--- src/rtl/fmul_f32_seq.sv ---
// -----------------------------------------------------------------------------
// fmul_f32_seq
//   Sequential IEEE-754 binary32 multiplier, prod = a * b.
//   The 24x24 mantissa product is formed by shift-add over 24 cycles, then a
//   single cycle normalizes, rounds to nearest-even and packs the result.
//   Denormal inputs are flushed to zero and underflowing results are flushed
//   to signed zero; any NaN input or inf*0 gives the quiet NaN 0x7FC00000.
//
// Ports
//   clk    in   1   clock, rising edge
//   rst    in   1   synchronous active-low reset
//   start  in   1   request, sampled only in IDLE/DONE
//   a      in  32   multiplicand, latched on an accepted start
//   b      in  32   multiplier, latched on an accepted start
//   busy   out  1   high from the edge after acceptance until the result
//   rdy    out  1   level, high while prod holds a valid result
//   prod   out 32   product, stable while rdy is high
// -----------------------------------------------------------------------------
module fmul_f32_seq #(
    parameter int WIDTH = 32
) (
    input  logic             clk,
    input  logic             rst,
    input  logic             start,
    input  logic [WIDTH-1:0] a,
    input  logic [WIDTH-1:0] b,
    output logic             busy,
    output logic             rdy,
    output logic [WIDTH-1:0] prod
);

    localparam logic [2:0] ST_IDLE   = 3'd0;
    localparam logic [2:0] ST_UNPACK = 3'd1;
    localparam logic [2:0] ST_MUL    = 3'd2;
    localparam logic [2:0] ST_NORM   = 3'd3;
    localparam logic [2:0] ST_DONE   = 3'd4;

    localparam logic [31:0] QNAN = 32'h7FC0_0000;

    logic [2:0]        state_r;
    logic [31:0]       a_r;
    logic [31:0]       b_r;
    logic              sign_r;
    logic signed [9:0] exp_r;
    logic [23:0]       ma_r;
    logic [23:0]       mb_r;
    logic [47:0]       acc_r;
    logic [4:0]        cnt_r;

    logic              special_s;
    logic [31:0]       special_val_s;
    logic              sign_s;
    logic              a_zero_s;
    logic              b_zero_s;
    logic              a_inf_s;
    logic              b_inf_s;
    logic              a_nan_s;
    logic              b_nan_s;

    // Normalize the 48-bit product, round to nearest-even and pack.
    // The product of two [1,2) mantissas lies in [1,4), so the leading one is
    // at bit 47 or bit 46; a rounding carry out of the mantissa leaves it zero
    // and bumps the exponent once more.
    function automatic logic [31:0] norm_round(
        input logic [47:0]       acc,
        input logic signed [9:0] exp_in,
        input logic              sgn
    );
        logic [22:0]       mant;
        logic              guard;
        logic              sticky;
        logic              inc;
        logic [23:0]       mant_rnd;
        logic signed [9:0] e;
        logic [31:0]       res;
        if (acc[47]) begin
            mant   = acc[46:24];
            guard  = acc[23];
            sticky = |acc[22:0];
            e      = exp_in + 10'sd1;
        end else begin
            mant   = acc[45:23];
            guard  = acc[22];
            sticky = |acc[21:0];
            e      = exp_in;
        end
        inc      = guard & (sticky | mant[0]);
        mant_rnd = {1'b0, mant} + {23'd0, inc};
        if (mant_rnd[23]) begin
            e = e + 10'sd1;
        end else begin
            e = e;
        end
        if (e >= 10'sd255) begin
            res = {sgn, 8'hFF, 23'd0};
        end else if (e <= 10'sd0) begin
            res = {sgn, 31'd0};
        end else begin
            res = {sgn, e[7:0], mant_rnd[22:0]};
        end
        return res;
    endfunction

    // Classify the latched operands and pick the special-case result, if any.
    always_comb begin
        sign_s        = a_r[31] ^ b_r[31];
        a_zero_s      = (a_r[30:23] == 8'd0);
        b_zero_s      = (b_r[30:23] == 8'd0);
        a_inf_s       = (a_r[30:23] == 8'hFF) && (a_r[22:0] == 23'd0);
        b_inf_s       = (b_r[30:23] == 8'hFF) && (b_r[22:0] == 23'd0);
        a_nan_s       = (a_r[30:23] == 8'hFF) && (a_r[22:0] != 23'd0);
        b_nan_s       = (b_r[30:23] == 8'hFF) && (b_r[22:0] != 23'd0);
        special_s     = 1'b0;
        special_val_s = 32'd0;
        // Denormals count as zero, so inf * denormal is also inf * 0.
        if (a_nan_s || b_nan_s || (a_inf_s && b_zero_s) || (b_inf_s && a_zero_s)) begin
            special_s     = 1'b1;
            special_val_s = QNAN;
        end else if (a_inf_s || b_inf_s) begin
            special_s     = 1'b1;
            special_val_s = {sign_s, 8'hFF, 23'd0};
        end else if (a_zero_s || b_zero_s) begin
            special_s     = 1'b1;
            special_val_s = {sign_s, 31'd0};
        end else begin
            special_s     = 1'b0;
            special_val_s = 32'd0;
        end
    end

    // Control FSM and datapath registers, including the registered outputs.
    always_ff @(posedge clk) begin
        if (!rst) begin
            state_r <= ST_IDLE;
            a_r     <= 32'd0;
            b_r     <= 32'd0;
            sign_r  <= 1'b0;
            exp_r   <= 10'sd0;
            ma_r    <= 24'd0;
            mb_r    <= 24'd0;
            acc_r   <= 48'd0;
            cnt_r   <= 5'd0;
            busy    <= 1'b0;
            rdy     <= 1'b0;
            prod    <= 32'd0;
        end else begin
            case (state_r)
                ST_IDLE, ST_DONE: begin
                    // prod keeps the last result until the next DONE entry.
                    if (start) begin
                        a_r     <= a;
                        b_r     <= b;
                        rdy     <= 1'b0;
                        busy    <= 1'b1;
                        state_r <= ST_UNPACK;
                    end else begin
                        state_r <= state_r;
                    end
                end
                ST_UNPACK: begin
                    sign_r <= sign_s;
                    exp_r  <= $signed({2'b00, a_r[30:23]})
                            + $signed({2'b00, b_r[30:23]}) - 10'sd127;
                    ma_r   <= {1'b1, a_r[22:0]};
                    mb_r   <= {1'b1, b_r[22:0]};
                    acc_r  <= 48'd0;
                    cnt_r  <= 5'd0;
                    if (special_s) begin
                        prod    <= special_val_s;
                        rdy     <= 1'b1;
                        busy    <= 1'b0;
                        state_r <= ST_DONE;
                    end else begin
                        state_r <= ST_MUL;
                    end
                end
                ST_MUL: begin
                    if (mb_r[cnt_r]) begin
                        acc_r <= acc_r + ({24'd0, ma_r} << cnt_r);
                    end else begin
                        acc_r <= acc_r;
                    end
                    if (cnt_r == 5'd23) begin
                        state_r <= ST_NORM;
                    end else begin
                        cnt_r <= cnt_r + 5'd1;
                    end
                end
                ST_NORM: begin
                    prod    <= norm_round(acc_r, exp_r, sign_r);
                    rdy     <= 1'b1;
                    busy    <= 1'b0;
                    state_r <= ST_DONE;
                end
                default: begin
                    busy    <= 1'b0;
                    rdy     <= 1'b0;
                    state_r <= ST_IDLE;
                end
            endcase
        end
    end

endmodule

--- config.mk ---
export PLATFORM = sky130hd
export DESIGN_NAME = fmul_f32_seq
export DESIGN_NICKNAME = d
export VERILOG_FILES = /design/src/rtl/fmul_f32_seq.sv
export SDC_FILE = /design/constraint.sdc
export NUM_CORES = 1
export LEC_CHECK = 0
export CORE_ASPECT_RATIO = 1.5
export CORE_MARGIN = 1
export CORE_UTILIZATION = 40
export CTS_BUF_LIST = sky130_fd_sc_hd__clkbuf_8
export DETAILED_ROUTE_END_ITERATION = 12
export DONT_BUFFER_PORTS = 1
export PLACE_DENSITY = 0.57
export SLEW_MARGIN = 20
export SYNTH_ARGS = -nofsm -noshare
export SYNTH_HDL_FRONTEND = slang
export SYNTH_SLANG_ARGS = --single-unit
--- constraint.sdc ---
create_clock -name clk -period 10.35 [get_ports clk]
set_input_delay 1.035 -clock clk [delete_from_list [all_inputs] [get_ports clk]]
set_output_delay 1.035 -clock clk [all_outputs]
set_load 0.02 [all_outputs]
# ---- Yosys cells after proc, flatten, opt, wreduce, memory -nomap -nowiden
# Cells that the tools add are included.
dict set report word_totals {
  elab_cells 109
  output_inout_bits 34
  inputBits 67
  reg_bits 213
}
dict set report classes {
  n_lt_le_gt_ge 3
  n_eq_ne 12
  n_reduce_logical 29
  n_bitwise 4
  n_shift 1
  addsub 7
  muxes 41
}
# cell n
set ops {}
lappend ops {{32-bit two-way mux} 4}
lappend ops {{48-bit case mux with 2 select lines} 1}
lappend ops {{23-bit two-way mux} 3}
lappend ops {{32-bit case mux with 2 select lines} 1}
lappend ops {{31-bit two-way mux} 2}
lappend ops {{10-bit two-way mux} 6}
lappend ops {{48-bit adder} 1}
lappend ops {{48-bit two-way mux} 1}
lappend ops {{24-bit by 5-bit << shifter with 48-bit output} 1}
lappend ops {{23-bit zero test} 2}
lappend ops {{23-bit nonzero test} 2}
lappend ops {{23-bit by 1-bit adder with 24-bit output} 1}
lappend ops {{23-bit OR reduction} 1}
lappend ops {{22-bit OR reduction} 1}
lappend ops {{10-bit by 2-bit adder with 10-bit output, second input constant} 2}
lappend ops {{8-bit equality test, second input constant} 2}
lappend ops {{8-bit zero test} 2}
lappend ops {{1-bit two-way mux} 14}
lappend ops {{3-bit case mux with 4 select lines} 1}
lappend ops {{10-bit by 9-bit >= comparator with 1-bit output, second input constant} 1}
lappend ops {{10-bit by 1-bit less-or-equal comparator with 1-bit output, second input constant} 1}
lappend ops {{2-bit != test, second input constant} 5}
lappend ops {{5-bit case mux with 2 select lines} 1}
lappend ops {{2-bit AND reduction} 5}
lappend ops {{other kinds (23)} 36}

# ---- Longest topological paths before layout
dict set report logic_depth {
  word_depth 14
  depth_mapped 22
  mapped_depth_nobuf 20
}

# ---- Worst setup path before layout
# OpenSTA, ideal clock, no wires.
dict set report synth_path {
  path_kind {reg-to-reg}
  from {register cnt_r[1]}
  to {register acc_r[44]}
  path_stages_with_launch 22
  setup_ps 117
  period_less_slack_ps 4733
  setup_slack_ps 5617
  arrival_time_ps 4616
  cell_sequence {dfxtp_1 -> buf_1 -> clkbuf_1 -> clkbuf_1 -> a211oi_1 -> a21oi_1 -> mux2i_1 -> nand2_1 -> o21ai_0 -> nor2_1 -> ha_1 -> clkbuf_1 -> a211oi_1 -> o21bai_1 -> a21o_1 -> a21o_1 -> a32oi_1 -> a31oi_1 -> a31oi_1 -> nor4_1 -> or4_1 -> a32o_1}
}
dict set report synth_via {
  elab_chain_len 4
  word_cells_on_any_way 8
  classes_between {add/sub (1); eq/ne (1); shift (1); mux (4); reduce/logical (1)}
}
# item line
set synth_rtl {}
lappend synth_rtl {{start, declared} 48} ;# logic [4:0] cnt_r;
lappend synth_rtl {{start signal, assigned} 186} ;# cnt_r <= cnt_r + 5'd1;
lappend synth_rtl {{24-bit by 5-bit << shifter with 48-bit output or 1-bit binary-select mux with 5-bit select (tied branches)} {179, 178}}
lappend synth_rtl {{48-bit adder or 1-bit two-way mux (tied branches)} {179, 178}}
lappend synth_rtl {{48-bit two-way mux or 2-bit != test (tied branches)} n/a}
lappend synth_rtl {{48-bit case mux with 2 select lines or 2-bit AND reduction (tied branches)} n/a}
lappend synth_rtl {{end signal, assigned} 179} ;# acc_r <= acc_r + ({24'd0, ma_r} << cnt_r);
lappend synth_rtl {{end signal, assigned} 181} ;# acc_r <= acc_r;
lappend synth_rtl {{end, declared} 47} ;# logic [47:0] acc_r;
# Several ways; a longest one is shown, not always the timed one. The select of a mux whose other input is x is not followed.
# A chain may end at the register's enable or synchronous reset.

# ---- Worst setup path after layout
dict set report layout_path {
  from {register cnt_r[0]}
  to {register acc_r[44]}
}
# Same word-level chain as after synthesis.

==> impl_metrics.ini <==
[status]
outcome = completed

[floorplanning]
die_w_um = 152
dieHeight_um = 227
die-area_sq_um = 34400
top_level_ports = 101
floorplan.initialDensity = 0.410
core-area_sq_um = 32800
floorplan.rows = 81

[yosys]
yosys_most_used_dff = dfxtp_1
gate_count_after_technology_mapping = 1755
ys_warn_count = 0
synth-seq-cells = 212
async_flop_share = 0
yosys.cell_types.count = 78
synth.yosys.seq_area_share = 0.315
post_synth.cell_area_avg_sq_um = 7.68
synth_nets = 1890
synth_enable_flop_cells = 0
synthesis.area_sq_um = 13500

[layout]
layout-drive-gt1-share = 0.0770
finish.net_count = 1835
syn2layout_area_growth_pct = 7.70

[clocking]
clk_root_buffer_cell = clkbuf_8
cts.clk_slew.worst_paths_ns = 0.06
clock_path_buffers = 3
ctsHtreeMaxLevel = 2
post_cts_hold_buffer_count = 0
cts_num_sinks = 212
cts_resized = 0
clock_insertion_delay_worst_skew_ns = 0.57
tritoncts = yes
tritoncts.num_buffers = 38
cts_post_setup_buffers_inserted = 0

[setup_path]
reg2reg_slack_ns = 4.88
critical_path.startpoint_type = flip-flop
crit_type = reg -> reg
crit_fanout = 37
cp.arrival_ns = 5.92
r2r_cells = 18
setup_crit_start = cnt_r[0]
setup.worst_path.end_class = flip-flop
cp_data_required_time_ns = 10.81
worst_r2r_endpoint = acc_r[44]
worst_r2r_startpoint = cnt_r[0]

[global_route]
gr-total-overflow = 0
wire_length_of_the_first_global_routing_pass_mm = 60.5
grt_max_degree = 92
antenna_violations_before_repair = 1
grtUsageTotal = 0.217
via_count_of_the_first_global_routing_pass = 11400

[timing]
slew_violations = 0
final_worst_path_period_need_ns = 5.47
final_number_of_hold_violating_endpoints = 0
fin_worst_skew_ns = 0.0441
max_slew.worst_pin.slew_ns = 1.03
setup_viol = 0
maxClockFrequency_ghz = 0.183
max_slew_headroom = 0.316
fin_tns_setup_ns = 0
period_utilization = 0.528
rsz0062_at_grt = false

[drt]
ant_nets = 0
drt_iter0_drc = 685
route.detailed.wl_per_inst_um = 17.7
routed_wirelength_mm = 37.9
viasPerCell = 5.66
dr_total_vias = 12100
post-route-drc-count = 0
drtPass1Iterations = 5

[pwr]
leakage_uw = 0.00534
total_power_uw = 1980
peakVddDrop_uv = 121
cellPowerDensity_nw_per_um2 = 137

[placement]
port_buffers = 0
detailed_place_hpwl_mm = 28.1
gp_routability_congestion = 0.948

[worst_hold_path]
worst_hold_path.num_cells = 2
whs_endpoint = mb_r[19]
worst_hold_startpoint = mb_r[19]
hold_class = reg -> reg

[flow_run]
max_cap_violations = 0
-- cell families (layout without fill, tap and decap cells) --
kind of cell,after synthesis,after routing,synth area share
AND/OR/NAND/NOR,697,697,0.235
AO/OA/AOI/OAI,474,474,0.214
flip-flops,212,212,0.315
buffers and inverters,140,112,0.0420
multiplexers,84,84,0.0781
XOR/XNOR,80,80,0.0520
adder cells (fa/ha/maj),68,68,0.0643
other,0,1,0
-- where the power goes --
part	switching [uW]	internal [uW]	total [uW]
logic	152	79.6	232
clock network	361	487	848
registers	47.8	854	902
-- synth_stat cells (3+ instances only) --
cell type / number / area share
o21bai_1: 11 / 0.0061
xnor2_1: 45 / 0.029
a22oi_1: 4 / 0.0022
and3_1: 8 / 0.0037
ha_1: 66 / 0.061
a21oi_1: 232 / 0.086
nor3_1: 24 / 0.0089
mux2_2: 18 / 0.015
buf_6: 3 / 0.0025
xor2_1: 35 / 0.023
a311oi_1: 13 / 0.0085
a22o_1: 22 / 0.014
mux2i_1: 50 / 0.037
inv_1: 31 / 0.0086
and2_1: 11 / 0.0051
nand2b_1: 12 / 0.0056
o21ai_0: 77 / 0.029
a211oi_1: 15 / 0.0084
nand2_1: 386 / 0.11
nor3b_1: 3 / 0.0017
mux4_2: 15 / 0.025
o31ai_1: 7 / 0.0039
nand3_1: 40 / 0.015
nand3b_1: 14 / 0.0078
or3_1: 6 / 0.0028
dfxtp_1: 212 / 0.32
clkbuf_1: 78 / 0.022
nor4_1: 24 / 0.011
buf_1: 17 / 0.0047
a32oi_1: 4 / 0.0026
a31oi_1: 9 / 0.0042
nor2_1: 107 / 0.030
a21boi_0: 6 / 0.0033
o211ai_1: 6 / 0.0033
nand4_1: 23 / 0.011
o221a_2: 5 / 0.0042
nor2b_1: 18 / 0.0084
o22ai_1: 15 / 0.0070
a221oi_1: 4 / 0.0026
buf_2: 8 / 0.0030
a21o_1: 23 / 0.013
-- per-layer routing --
| metal | up-vias | part of all wire | GRT usage |
|---|---|---|---|
| li1 | 6141 | - | - |
| met1 | 5639 | 0.42 | 0.249 |
| met2 | 255 | 0.50 | 0.387 |
| met3 | 94 | 0.033 | 0.0300 |
| met4 | 0 | 0.053 | 0.124 |
| met5 | - | 0 | 0 |
-- flip-flops by register name (all words and copies together) (netlist names), 3 cells and up --
register,cells
acc_r,48
a_r,32
b_r,32
prod,32
ma_r,24
mb_r,23
exp_r,10
cnt_r,5
state_r,3
-- placed cells by master, fill, tap and decap left out, drive strengths merged, types with 19 or more instances in the layout --
cell    count
nand2     386
a21oi     232
dfxtp     212
nor2      108
o21ai      78
ha         66
mux2i      50
clkbuf     48
xnor2      45
nand3      40
inv        40
xor2       35
nor4       25
nor3       24
nand4      24
a21o       23
a22o       22
mux2       19
-- through the flow --
step / area [sq um] / hold WS [ns] / utilization / setup slack (ns) / cells
finish: 14500 / 0.451 / 0.442 / 4.88 / 2143
global route: 14500 / 0.476 / 0.442 / 4.55 / 2143
CTS: 14500 / 0.454 / 0.441 / 4.94 / 2141
detailed placement: 13700 / 0.445 / 0.416 / 4.94 / 2074
global placement: 13700 / 0.440 / 0.416 / 5.02 / 2074
floorplan: 13500 / 0.433 / - / 5.62 / 1755
-- how the worst max path moves through the flow --
stage                     end  cells after the start
finish              acc_r[44]                     18
global route        acc_r[44]                     18
CTS                 acc_r[44]                     18
detailed placement  acc_r[44]                     18
global placement    acc_r[44]                     16
floorplan           acc_r[44]                     21
-- layout make-up --
class	count	area, sq um
repair buffers	13	104
clock inverters	20	178
diodes	1	2.50
multi-input cells	1403	8690
well taps	415	519
inverters	32	123
clock buffers	47	647
fillers	3440	18300
flip-flops and latches	212	4250
-- critical path, cell delays in order (launching register included) --
cell and delay (ns):
dfxtp_2 0.89, clkinv_1 0.50, nor2_1 0.19, a21oi_1 0.07
nand2_1 0.08, nand2_1 0.10, o21ai_0 0.35, o22ai_1 0.15
ha_1 0.40, and3_1 0.24, and4_1 0.23, nand3_1 0.16
nor2_1 0.06, a32oi_1 0.44, a31oi_1 0.26, a31oi_1 0.37
nor4_1 0.12, or4_1 0.47, a32o_1 0.26
Power figures use the tool's default switching activity.
